`src/rtl/seq_prefix_multiplier.sv`:
```
// seq_prefix_multiplier: running product of a gate sequence from the top index down,
// caching every prefix so a sequence sharing a prefix only multiplies its changed suffix.
module seq_prefix_multiplier #(
  parameter int NUMERIC_BITS = 19,
  parameter int SEQ_INDEX_BITS = 5,
  parameter int DEPTH = 8,
  parameter int GATE_BITS = 5,
  parameter int STAT_BITS = 16
) (
  input  logic clk,
  input  logic reset,
  input  logic flush,
  input  logic seq_valid,
  output logic seq_ready,
  input  logic [SEQ_INDEX_BITS-1:0] seq_index,
  input  logic [GATE_BITS-1:0] seq_gate,
  input  logic seq_first,
  output logic [8*NUMERIC_BITS-1:0] result_mtx,
  output logic result_valid,
  output logic seq_err,
  output logic gt_req,
  output logic [GATE_BITS-1:0] gt_gate,
  input  logic gt_ack,
  input  logic [8*NUMERIC_BITS-1:0] gt_mtx,
  output logic mul_start,
  output logic [8*NUMERIC_BITS-1:0] mul_a,
  output logic [8*NUMERIC_BITS-1:0] mul_b,
  input  logic mul_done,
  input  logic [8*NUMERIC_BITS-1:0] mul_result,
  output logic [STAT_BITS-1:0] hit_count,
  output logic [STAT_BITS-1:0] mul_count
);
  localparam int AW = DEPTH > 1 ? $clog2(DEPTH) : 1;
  localparam int MW = 8*NUMERIC_BITS;
  localparam logic [SEQ_INDEX_BITS:0] DL = (SEQ_INDEX_BITS+1)'(DEPTH);
  localparam logic [DEPTH-1:0] ONE_D = 1;
  typedef enum logic [1:0] {IDLE, FETCH, MUL, WRITE} state_t;
  state_t state, state_d;
  logic [MW-1:0] mtx [DEPTH];
  logic [GATE_BITS-1:0] tag [DEPTH];
  logic [DEPTH-1:0] root, vld, below;
  logic [MW-1:0] g_mtx;
  logic [GATE_BITS-1:0] g_tag, gate_r;
  logic g_vld, first_r, flush_pend;
  logic [AW-1:0] idx_r, ia, na;
  logic [SEQ_INDEX_BITS:0] ix, nx;
  logic err, hit, acc, do_flush, wr;
  assign ix = {1'b0, seq_index};
  assign nx = ix + (SEQ_INDEX_BITS+1)'(1);
  assign ia = seq_index[AW-1:0];
  assign na = nx[AW-1:0];
  // a non-root item needs the prefix one index above it to already be cached
  assign err = !(ix < DL) || (!seq_first && (!(nx < DL) || !vld[na]));
  assign hit = vld[ia] && tag[ia] == seq_gate && root[ia] == seq_first;
  assign below = (ONE_D << ia) - ONE_D;
  assign do_flush = state == IDLE && (flush || flush_pend);
  assign seq_ready = state == IDLE && !do_flush;
  assign acc = seq_valid && seq_ready;
  assign wr = (state == MUL && mul_done) || state == WRITE;
  assign gt_req = state == FETCH;
  assign gt_gate = gate_r;
  assign mul_a = mtx[idx_r + AW'(1)];
  assign mul_b = g_mtx;
  assign result_mtx = mtx[0];
  always_comb begin
    state_d = state;
    if (acc && !err && !hit) state_d = g_vld && g_tag == seq_gate ? (seq_first ? WRITE : MUL) : FETCH;
    if (state == FETCH && gt_ack) state_d = first_r ? WRITE : MUL;
    if (state == MUL && mul_done) state_d = IDLE;
    if (state == WRITE) state_d = IDLE;
  end
  always_ff @(posedge clk) begin
    if (reset) begin
      state <= IDLE;
      vld <= '0;
      g_vld <= 1'b0;
      flush_pend <= 1'b0;
      result_valid <= 1'b0;
      seq_err <= 1'b0;
      mul_start <= 1'b0;
      hit_count <= '0;
      mul_count <= '0;
    end else begin
      state <= state_d;
      result_valid <= (wr && idx_r == '0) || (acc && !err && hit && ia == '0);
      seq_err <= acc && err;
      mul_start <= state != MUL && state_d == MUL;
      if (mul_start && ~&mul_count) mul_count <= mul_count + STAT_BITS'(1);
      if (acc && !err && hit && ~&hit_count) hit_count <= hit_count + STAT_BITS'(1);
      if (acc) begin
        idx_r <= ia;
        gate_r <= seq_gate;
        first_r <= seq_first;
      end
      if (acc && !err && !hit) vld <= vld & ~below;
      if (state == FETCH && gt_ack) begin
        g_mtx <= gt_mtx;
        g_tag <= gate_r;
        g_vld <= 1'b1;
      end
      if (wr) vld[idx_r] <= 1'b1;
      if (do_flush) begin
        vld <= '0;
        g_vld <= 1'b0;
        flush_pend <= 1'b0;
      end else if (flush && state != IDLE) flush_pend <= 1'b1;
    end
  end
  always_ff @(posedge clk) begin
    if (wr && !reset) begin
      mtx[idx_r] <= state == WRITE ? g_mtx : mul_result;
      tag[idx_r] <= gate_r;
      root[idx_r] <= first_r;
    end
  end
endmodule

```
`config.mk`:
```
export PLATFORM = sky130hd
export DESIGN_NAME = seq_prefix_multiplier
export DESIGN_NICKNAME = d
export VERILOG_FILES = /design/src/rtl/seq_prefix_multiplier.sv
export SDC_FILE = /design/constraint.sdc
export NUM_CORES = 2
export LEC_CHECK = 0
export BUFFER_PORTS_ARGS = -buffer_cell sky130_fd_sc_hd__buf_4
export CAP_MARGIN = 20
export CORE_ASPECT_RATIO = 1.75
export CORE_UTILIZATION = 35
export DETAILED_ROUTE_END_ITERATION = 10
export PLACE_DENSITY = 0.57
export SYNTH_ARGS = -nofsm -noshare
export SYNTH_HDL_FRONTEND = slang
export SYNTH_SLANG_ARGS = --single-unit
```
`constraint.sdc`:
```
create_clock -name clk -period 14.8 [get_ports clk]
set_input_delay 0.74 -clock clk [delete_from_list [all_inputs] [get_ports clk]]
set_output_delay 0.74 -clock clk [all_outputs]
set_load 0.03 [all_outputs]
```
* After elaboration in Yosys (flattened, before gate mapping)
Memory sizes are Yosys's and may differ from the RTL's.
Index checks and enable logic that the tools add are counted.
** Storage, ports and cells
- Register bits after elaboration :: 221
- Bits in latches :: 0
- Bits in writable memories :: 1256
- Bits in read-only memories :: 0
- Input bits :: 321
- Logic and storage cells :: 108
- Memories :: 2
** Memories
- mtx :: words 8, width 152, rd ports 2, clocked after memory_dff 0, write ports 1, line 39 : logic [MW-1:0] mtx [DEPTH];
- tag :: words 8, width 5, rd ports 1, clocked after memory_dff 0, write ports 1, line 40 : logic [GATE_BITS-1:0] tag [DEPTH];
** Cells by class
- Add/sub/neg operators :: 5
- Multiply operators :: 0
- Div/mod/pow operators :: 0
- Order comparisons :: 6
- Equality and inequality tests :: 8
- Shift-type cells :: 1
- Muxes and demuxes :: 22
- Bitwise logic cells :: 4
- Reductions and logical operators :: 45
** Operators with widths (count)
- $mux 152 :: 1
- $add 16x1->16 const B :: 2
- $reduce_and 16->1 :: 2
- $mux 8 :: 3
- $logic_and 1x1->1 :: 21
- $lt 3x4->1 const B :: 3
- $eq 5x5->1 :: 2
- $logic_not 1->1 :: 10
- $mux 2 :: 5
- $bmux 1 s3 :: 3
- $and 8x8->8 :: 1
- $bwmux 8 :: 1
- $mux 1 :: 8
- $not 8->8 :: 1
- $or 8x8->8 :: 1
- $shl 1x3->8 const A :: 1
- $sub 8x1->8 const B :: 1
- $add 5x1->6 const B :: 1
- $eq 2x2->1 const B :: 3
- $logic_not 3->1 :: 2
- $lt 6x4->1 const B :: 1
- $logic_or 1x1->1 :: 5
- $lt 5x4->1 const B :: 1
- $reduce_and 2->1 :: 2
- other kinds (10) :: 10

* Logic depth before layout (Yosys ltp)
- Depth after elaboration :: 16
- Gate-level depth with buffers :: 14
- Gate-level depth less buffers :: 9

* Worst setup path before layout
No wires, ideal clock.
- Path type :: flip-flop to flip-flop
- Start point :: register idx_r[0]
- End point :: memory mtx[3][0] in the netlist's numbering, enable pin
- Data arrival time :: 12160 ps
- Required time :: 13930 ps
- Setup slack :: 1769 ps
- Cell stages (with the launch flop) :: 6
- Path buffers :: 2
- Clock period less this slack :: 13031 ps
- Cell sequence :: edfxtp_1 > clkbuf_1 > clkbuf_1 > inv_1 > or3_1 > nor3_1
** RTL lines
- start: declaration :: line 45 : logic [AW-1:0] idx_r, ia, na;
- start signal: assignment :: line 91 : idx_r <= ia;
- end: declaration :: line 39
No word-level cell before the write port.

* Worst setup path after layout
- Start point :: register idx_r[0]
- End point :: output port mul_a[105]
** On the way
- Cells in the longest elaborated chain, start to end :: 2
** RTL lines
- $add 3x1->3 :: line 62 : assign mul_a = mtx[idx_r + AW'(1)];
- $mem_v2 8x152
- end: declaration :: line 26 : output logic [8*NUMERIC_BITS-1:0] mul_a,
No other way between the ends.

==> results.py <==
metrics = {
    "cells_and_area": {
        "post-route-util_pct": 43.6,
        "final_cell_mix": "edfxtp_1, buf_4, mux4_2",
        "syn2layout_area_growth_pct": 23.9,
        "nets": 3742,
        "register_area_um2": 43900,
        "multi_input_area_um2": 12500,
        "drive_above_1_share_pct": 48.6,
        "design_area_um2": 70400,
        "final_common_cell": "edfxtp_1",
        "fill_cells": 13900,
    },
    "die": {
        "die_area_um2": 164000,
        "die_h_um": 535,
        "start_util_pct": 35.2,
        "die_width_um": 306,
        "core_um2": 161000,
        "rows": 195,
        "io-pin-count": 819,
    },
    "placement": {
        "place_area_um2": 65700,
        "gp_congestion": 0.798,
        "dp_hpwl_mm": 87.3,
        "pre_cts_slack_ps": 9380,
        "io_buffers": 818,
    },
    "synthesis": {
        "synth-seq-cells": 1477,
        "synth-async-reset-ratio_pct": 0,
        "ys.flop_type": "edfxtp_1",
        "synth.avg_cell_area_um2": 22.6,
        "synth_cells": 2514,
        "synthTopCellsByArea": "edfxtp_1, mux4_2, mux2_2, dfxtp_1, clkbuf_1",
        "synth_top_area_cell": "edfxtp_1",
        "synth_edf_count": 1430,
        "ys_seq_area_share_pct": 77.3,
        "synth_top_area_share_pct": 75.6,
        "synth.distinct_cells": 50,
        "synthesis.nets": 2846,
        "ys_warn_count": 0,
        "syn_area_um2": 56800,
    },
    "clock_tree": {
        "cts_sinks": 1477,
        "ctsHoldBuffers": 0,
        "clk_pin_slew_worst_paths_ps": 70,
        "clk_path_buf_depth": 4,
        "cts_resized": 0,
        "post-cts-setup-buffers": 0,
        "cts_tree": "built",
        "htreeDepth": 4,
        "clk-insertion-delay-late_ps": 780,
        "root_buffer": "clkbuf_16",
        "numCtsBuffers": 148,
    },
    "drt": {
        "first_iter_violations": 1805,
        "finalWirelength_mm": 139,
        "remaining_drc_errors": 0,
        "ant_nets": 0,
        "detail_route.first_pass.iterations": 5,
        "wire_per_inst_um": 24.5,
        "viasPerCell": 4.97,
        "vias": 28200,
    },
    "timing": {
        "setup_viol": 0,
        "slew_headroom_pct": 24.9,
        "layout_min_cycle_time_ps": 6010,
        "finalClockSkew_ps": 46.6,
        "rsz0062_at_grt": "no",
        "hold_viol": 0,
        "setup_tns_ps": 0,
        "fmax_ghz": 0.166,
        "worst_slew_pin_slew_ps": 1130,
        "setup_ws_ps": 8790,
        "finalMaxSlewViolations": 0,
        "fin_crit_sh_pct": 40.6,
    },
    "worst_hold_path": {
        "min-delay-path-class": "in2reg",
    },
    "setup_path": {
        "critical_path.max_fanout": 96,
        "critPathLaunchType": "flop",
        "crit_type": "reg2out",
        "cp.required_ps": 14060,
        "r2r_setup_slack_ps": 10670,
        "crit_arrival_ps": 5270,
        "critPathCaptureType": "primary output",
    },
    "power_and_ir_drop": {
        "p_leak_uw": 0.0237,
        "power.density_nw_per_um2": 124,
        "peakVddDrop_mv": 0.166,
        "p_total_uw": 8730,
    },
    "global_routing": {
        "grt_usage_pct": 16.7,
        "grt_max_degree": 127,
        "grt_pass1_wl_mm": 202,
        "gr-total-overflow": 0,
        "grt_pass1_vias": 30200,
        "antenna_found_initial": 4,
    },
    "job": {
        "maxCapViolations": 0,
    },
    "status": {
        "status": "finished, final reports clean",
    },
}
[state kept, by name, indices dropped and copies added, names as in the netlist, 2 cells and up]
name       cells
hit_count     16
state          2
vld            8
mul_count     16
g_tag          5
gt_gate        5
root           8
tag           40
mul_b        152
idx_r          3
mtx         1216
[per-stage QoR]
stage,cells,hold WS (ps)
after global routing,5680,70.1
final,5682,129
after floorplan,2514,467
after detailed placement,5427,494
after global placement,5427,474
after CTS,5678,30.9
[area by class of cell]
cell class,count,share of cell area [%]
inverter,8,0.0427
clock buffer,181,5.49
multi-input combinational,906,17.7
antenna,4,0.0142
sequential,1477,62.4
clock inverter,70,1.18
timing repair buffer,869,9.34
tap,2167,3.85
[worst max-delay path, stage by stage (launching register included)]
cell and delay, ps:
edfxtp_1 810, buf_12 640, buf_4 800, buf_4 840, mux4_2 610, mux2_2 290, buf_4 170
[Yosys cell counts, drive strengths merged (2+ instances only)]
master and n:
and2 3, ha 11, o31ai 8, inv 8, mux4 312, nor2 36
nor2b 10, nand3 15, nor3 12, xor2 20, dfxtp 47, and3 12
o31a 2, or4 9, a22oi 6, mux2 310, o311ai 7, or3 8
mux2i 17, or3b 2, nand4 3, nand2 30, a31o 2, xnor2 8
clkbuf 87, nand2b 7, buf 36, a21oi 26, edfxtp 1430, nor4 6
o21ai 10
[layer usage]
metal	vias up	share of wire, %	global-route usage, %	wire length [um]
met2	946	52	29.8	72300
met1	14800	38	19.4	53400
met5	-	0	0	0
met4	0	2.6	5.36	3660
met3	195	6.9	4.44	9660
li1	12300	-	-	-
[final timing paths]
kind / from / to / depth (start not counted)
setup / recovery: idx_r[0]$_DFFE_PP_ / mul_a[105] / 6
hold reg to reg: hit_count[5]$_SDFFE_PP0P_ / hit_count[5]$_SDFFE_PP0P_ / 2
setup reg to reg: idx_r[0]$_DFFE_PP_ / mtx[7][3]$_DFFE_PP_ / 5
hold / removal: gt_mtx[134] / mul_b[134]$_DFFE_PP_ / 1
[kinds of logic after synthesis]
kind of cell | count (synthesis) | synth area share, %
flops | 1477 | 77.3
mux | 639 | 18.8
simple gates | 156 | 1.42
buf+inv | 131 | 0.930
compound gates | 72 | 0.851
xor+xnor | 28 | 0.432
fa+ha+maj | 11 | 0.242
[report_power, final]
group	internal, uW	switching (uW)	leakage [uW]	total (uW)
combinational	198	241	0.00819	439
sequential	4580	4.05	0.0132	4590
clock	2140	1560	0.00228	3700
total	6920	1810	0.0237	8730
Power figures use the tool's default switching activity.
